<file path="config.mk">
export PLATFORM = sky130hd
export DESIGN_NAME = wash_panel
export DESIGN_NICKNAME = d
export VERILOG_FILES = /design/src/rtl/wash_panel.sv
export SDC_FILE = /design/constraint.sdc
export NUM_CORES = 1
export LEC_CHECK = 0
export CAP_MARGIN = 20
export CORE_ASPECT_RATIO = 1.2
export CORE_MARGIN = 10
export CORE_UTILIZATION = 54
export CTS_CLUSTER_SIZE = 25
export DETAILED_ROUTE_END_ITERATION = 10
export HOLD_SLACK_MARGIN = 0.12
export PLACE_DENSITY = 0.89
export SYNTH_ARGS = -nofsm -noshare
export SYNTH_HDL_FRONTEND = slang
export SYNTH_SLANG_ARGS = --single-unit
</file>
<file path="constraint.sdc">
create_clock -name clk_s -period 2.1 [get_ports clk_s]
set_clock_uncertainty 0.1 [all_clocks]
set_input_delay 0.42 -clock clk_s [delete_from_list [all_inputs] [get_ports clk_s]]
set_output_delay 0.42 -clock clk_s [all_outputs]
set_load 0.01 [all_outputs]
</file>
<file path="src/rtl/wash_panel.sv">
// Washing-machine front panel: key edge detection, power/run/done sequencing,
// program and load selection, end-of-cycle buzzer and idle auto power-off.
module wash_panel #(
   parameter int ALARM_T = 5,
   parameter int IDLE_T  = 30
) (
   input  logic       clk_s,
   input  logic       reset,
   input  logic       btn_power,
   input  logic       btn_start,
   input  logic       btn_mode,
   input  logic       btn_weight,
   input  logic       finish,
   input  logic       flag_run,
   output logic       power_led,
   output logic       pause_led,
   output logic [5:0] mode,
   output logic [2:0] weight,
   output logic       flag_finish,
   output logic       buzzer
);

   typedef enum logic [1:0] {
      ST_OFF  = 2'd0,
      ST_IDLE = 2'd1,
      ST_RUN  = 2'd2,
      ST_DONE = 2'd3
   } state_t;

   localparam logic [7:0] ALARM_LD = 8'(ALARM_T);
   localparam logic [7:0] IDLE_LIM = 8'(IDLE_T - 1);

   state_t      state_r;
   state_t      state_next_s;
   logic        power_led_r;
   logic        pause_led_r;
   logic        flag_finish_r;
   logic        buzzer_r;
   logic [5:0]  mode_r;
   logic [2:0]  weight_r;
   logic [7:0]  alarm_cnt_r;
   logic [7:0]  idle_cnt_r;
   logic        prev_power_r;
   logic        prev_start_r;
   logic        prev_mode_r;
   logic        prev_weight_r;
   logic        prev_finish_r;
   // Suppresses key events in the first cycle after reset so a held key is not seen as a press.
   logic        armed_r;

   logic        press_power_s;
   logic        press_start_s;
   logic        press_mode_s;
   logic        press_weight_s;
   logic        press_any_s;
   logic        fin_edge_s;
   logic        powered_s;
   logic        idle_cond_s;
   logic        timeout_s;
   logic        power_off_s;
   logic        fin_act_s;
   logic        edit_ok_s;

   // Key/finish edge detection and the qualifying conditions shared by the state and datapath.
   always_comb begin
      press_power_s  = armed_r & btn_power  & ~prev_power_r;
      press_start_s  = armed_r & btn_start  & ~prev_start_r;
      press_mode_s   = armed_r & btn_mode   & ~prev_mode_r;
      press_weight_s = armed_r & btn_weight & ~prev_weight_r;
      press_any_s    = press_power_s | press_start_s | press_mode_s | press_weight_s;
      fin_edge_s     = finish & ~prev_finish_r;
      powered_s      = (state_r != ST_OFF);
      idle_cond_s    = ((state_r == ST_IDLE) || (state_r == ST_DONE)) & ~flag_run;
      timeout_s      = idle_cond_s & ~press_any_s & (idle_cnt_r >= IDLE_LIM);
      power_off_s    = (press_power_s & powered_s) | timeout_s;
      fin_act_s      = fin_edge_s & powered_s & ~power_off_s;
      edit_ok_s      = idle_cond_s & ~press_power_s & ~press_start_s;
   end

   // Next-state selection; power-off outranks finish, which outranks a start press.
   always_comb begin
      state_next_s = state_r;
      case (state_r)
         ST_OFF: begin
            if (press_power_s) state_next_s = ST_IDLE;
            else               state_next_s = ST_OFF;
         end
         ST_IDLE, ST_DONE: begin
            if (power_off_s)        state_next_s = ST_OFF;
            else if (fin_edge_s)    state_next_s = ST_DONE;
            else if (press_start_s) state_next_s = ST_RUN;
            else                    state_next_s = state_r;
         end
         ST_RUN: begin
            if (power_off_s)        state_next_s = ST_OFF;
            else if (fin_edge_s)    state_next_s = ST_DONE;
            else if (press_start_s) state_next_s = ST_IDLE;
            else                    state_next_s = ST_RUN;
         end
         default: state_next_s = ST_OFF;
      endcase
   end

   // State register with the status LEDs registered from the next state.
   always_ff @(posedge clk_s) begin
      if (!reset) begin
         state_r       <= ST_OFF;
         power_led_r   <= 1'b0;
         pause_led_r   <= 1'b0;
         flag_finish_r <= 1'b0;
      end else begin
         state_r       <= state_next_s;
         power_led_r   <= (state_next_s != ST_OFF);
         pause_led_r   <= (state_next_s == ST_RUN);
         flag_finish_r <= (state_next_s == ST_DONE);
      end
   end

   // Previous levels, buzzer/alarm countdown, idle counter and program/weight selection.
   always_ff @(posedge clk_s) begin
      if (!reset) begin
         prev_power_r  <= 1'b0;
         prev_start_r  <= 1'b0;
         prev_mode_r   <= 1'b0;
         prev_weight_r <= 1'b0;
         prev_finish_r <= 1'b0;
         armed_r       <= 1'b0;
         buzzer_r      <= 1'b0;
         alarm_cnt_r   <= 8'd0;
         idle_cnt_r    <= 8'd0;
         mode_r        <= 6'b100000;
         weight_r      <= 3'd3;
      end else begin
         prev_power_r  <= btn_power;
         prev_start_r  <= btn_start;
         prev_mode_r   <= btn_mode;
         prev_weight_r <= btn_weight;
         prev_finish_r <= finish;
         armed_r       <= 1'b1;

         if (power_off_s) begin
            buzzer_r    <= 1'b0;
            alarm_cnt_r <= 8'd0;
         end else if (fin_act_s) begin
            buzzer_r    <= (ALARM_LD != 8'd0);
            alarm_cnt_r <= ALARM_LD;
         end else if (press_any_s) begin
            buzzer_r    <= 1'b0;
            alarm_cnt_r <= 8'd0;
         end else if (buzzer_r) begin
            buzzer_r    <= (alarm_cnt_r != 8'd1);
            alarm_cnt_r <= alarm_cnt_r - 8'd1;
         end else begin
            buzzer_r    <= 1'b0;
            alarm_cnt_r <= alarm_cnt_r;
         end

         if (power_off_s || press_any_s || !idle_cond_s) begin
            idle_cnt_r <= 8'd0;
         end else if (idle_cnt_r != 8'hFF) begin
            idle_cnt_r <= idle_cnt_r + 8'd1;
         end else begin
            idle_cnt_r <= idle_cnt_r;
         end

         if (edit_ok_s && press_mode_s) begin
            mode_r <= {mode_r[0], mode_r[5:1]};
         end else begin
            mode_r <= mode_r;
         end

         if (edit_ok_s && !press_mode_s && press_weight_s) begin
            weight_r <= (weight_r == 3'd7) ? 3'd1 : (weight_r + 3'd1);
         end else begin
            weight_r <= weight_r;
         end
      end
   end

   assign power_led   = power_led_r;
   assign pause_led   = pause_led_r;
   assign flag_finish = flag_finish_r;
   assign buzzer      = buzzer_r;
   assign mode        = mode_r;
   assign weight      = weight_r;

endmodule

</file>
==> impl_metrics.json <==
{
  "synth-edff-count": 0,
  "hpwlAfterDp_um": 2750,
  "crit_path_start_kind": "flip-flop",
  "synth_top_area_share_pct": 45.1,
  "required_ns": 2.27,
  "grtUsageMet1_pct": 12.1,
  "power_switching_mw": 0.323,
  "ant_nets": 0,
  "drt_wl_total_um": 3730,
  "synth_async_sr_flop_share_pct": 0,
  "clock_latency_ns": 0.36,
  "cts_root_buf": "clkbuf_4",
  "grt_pass1_vias": 1464,
  "syn_area_um2": 1640,
  "p_leak_nw": 0.760,
  "viasPerCell": 5.66,
  "fmax_mhz": 518,
  "synthTopCellsByCount": "37 x dfxtp_1, 18 x nor2_1, 14 x nand3_1, 12 x a21oi_1, 11 x o21ai_0",
  "worstHoldPathType": "flip-flop to flip-flop",
  "grt_first_pass_wirelength_um": 6240,
  "path_cells": "inv_1 > ha_1 > nand2b_1 > a2111oi_4 > nand4_1 > buf_4 > a211oi_1",
  "p_clk_share_pct": 37.0,
  "grt-ovfl-total": 0,
  "yosysWarnings": 0,
  "post-synth-top-count-cell": "dfxtp_1",
  "yosysSeqAreaShare_pct": 45.1,
  "std_cell_rows": 21,
  "fin_cells": 252,
  "wl_per_cell_um": 14.8,
  "io_buffer_count": 20,
  "max_stage_delay_ns": 0.44,
  "synth_area_leader_cell": "dfxtp_1",
  "syn2layout_area_growth_pct": 27.2,
  "cts_tree": "built",
  "nNetsFinal": 232,
  "vdd_drop_max_uv": 728,
  "drive_gt1_share_pct": 14.2,
  "regArea_um2": 741,
  "p_comb_share_pct": 10.4,
  "synth_cell_types": 41,
  "period_needed_ns": 1.93,
  "end_kind": "flip-flop",
  "slowest_stage": "a2111oi_4",
  "grt_max_degree": 12,
  "switching_share_pct": 23.1,
  "hold_violations": 0,
  "maxCapViolCount": 0,
  "worst-setup-path-type": "flip-flop to flip-flop",
  "die_area_um2": 5650,
  "setup_violations": 0,
  "dr_total_vias": 1426,
  "fin_crit_sh_pct": 92.0,
  "met2_usage_pct": 26.0,
  "slew_violations": 0,
  "max-clock-path-buffers": 2,
  "synth_cells": 177,
  "ys_seq_elements": 37,
  "syn_area_per_cell_um2": 9.27,
  "tns_ns": 0,
  "multiInputGateArea_um2": 873,
  "io_pins": 21,
  "clk_pin_slew_ns": 0.11,
  "cp_max_fo": 6,
  "busiest_layer": "met2",
  "grt.total_usage_pct": 13.6,
  "num_antenna_cells": 0,
  "die_h_um": 80.4,
  "coreArea_um2": 2860,
  "antenna_found_initial": 0,
  "grtUsageMet3_pct": 4.31,
  "die_w_um": 70.3,
  "arrival_ns": 2.10,
  "place_inst": 243,
  "pwr-share-seq_pct": 52.7,
  "drc_errors": 0,
  "start_util_pct": 57.3,
  "ys_top_cells_by_area": "dfxtp_1 45%, ha_1 5.3%, nand3_1 4.3%",
  "p_per_area_nw_per_um2": 671,
  "postCtsHoldBufs": 0,
  "place_congestion": 0.797,
  "rsz0062_at_grt": "false",
  "cts_htree_levels": 2,
  "fill_cells": 201,
  "dominantRegCellSynth": "dfxtp_1",
  "clkSinkCount": 37,
  "intPower_mw": 1.08,
  "drt-initial-drc-count": 102,
  "cts-buffers-inserted": 5,
  "status": "completed",
  "dr.pass1.iters": 4
}
kinds of logic after synthesis:
logic type	share of synthesized area [%]
buffers and inverters	2.67
and+or+nand+nor	23.2
DFF	45.1
adders and majority gates	5.34
xor gates and xnor gates	5.87
AOI/OAI and AO/OA	16.3
muxes	1.30
other	0.228
routing by layer:
metal	share of wire, %	vias up
met3	6.5	8
li1	-	706
met2	54	31
met5	0	-
met4	2.4	0
met1	37	681
worst paths after layout:
kind	start	to	slack, ns	cells after the start
max	idle_cnt_r[1]	idle_cnt_r[4]	0.17	7
min	mode[3]	mode[2]	0.40	2
max reg2reg	idle_cnt_r[1]	idle_cnt_r[4]	0.17	7
min reg2reg	mode[3]	mode[2]	0.40	2
layout make-up:
type	instances	share of cell area [%]
clock buffer	7	2.64
clock inverter	1	1.44
inverter	7	1.26
multi-input combinational	130	41.8
sequential	37	35.5
tap	34	2.04
timing repair buffer	36	15.3
repair_timing:
item | in CTS | in global routing
gates resized for setup | 0 | 1
setup buffers | 0 | 1
endpoints found under the setup margin | 0 | 11
registers in the layout (all words and copies together), names as in the netlist:
signal         count
prev_mode_r        1
mode               6
buzzer             1
idle_cnt_r         8
power_led          1
flag_finish        1
alarm_cnt_r        8
state_r            2
weight             3
prev_start_r       1
prev_weight_r      1
pause_led          1
prev_power_r       1
armed_r            1
prev_finish_r      1
stage by stage:
step                      setup slack [ns]  hold slack [ns]  area [µm²]  utilization, %  power [mW]
after floorplan                      0.264            0.348        1650               -       0.831
after global placement              -0.131            0.369        1980            69.2       0.888
after detailed placement            -0.199            0.383        1980            69.2       0.896
after CTS                           0.0279            0.399        2070            72.2        1.41
after global routing               0.00258            0.406        2090            72.9        1.45
final                                0.169            0.403        2090            72.9        1.40
power by group through the flow:
stage	clock network (mW)	logic (mW)	registers [mW]
floorplan	0	0.0821	0.749
global placement	0	0.136	0.751
detailed placement	0	0.143	0.754
CTS	0.526	0.145	0.738
global route	0.546	0.161	0.742
finish	0.518	0.146	0.738
cell usage in the layout, fill, tap and decap left out, types with 2 or more instances in the layout:
cell type	synthesis	final
xor2_1	4	4
clkbuf_4	0	5
nand4_1	3	3
xnor2_1	7	7
nor2b_1	6	6
inv_1	7	7
conb_1	1	2
nor3_1	2	2
nand2_1	4	4
clkdlybuf4s50_1	0	20
ha_1	7	7
dfxtp_1	37	37
nor4_1	2	2
nor2_1	18	18
o211ai_1	3	3
and2_1	7	7
o21ai_0	11	11
o21ai_1	2	2
nand2b_1	4	4
a21oi_1	12	12
buf_4	0	16
a211oi_1	3	3
nand3_1	14	14
worst max-delay path, delay by kind of cell, from the launching register on:
kind	cells	cell delay, ns
compound gates	2	0.61
fa+ha+maj	1	0.17
buf+inv	2	0.27
flops	1	0.39
simple gates	2	0.31
No activity file was read; power rests on OpenSTA's default activity.
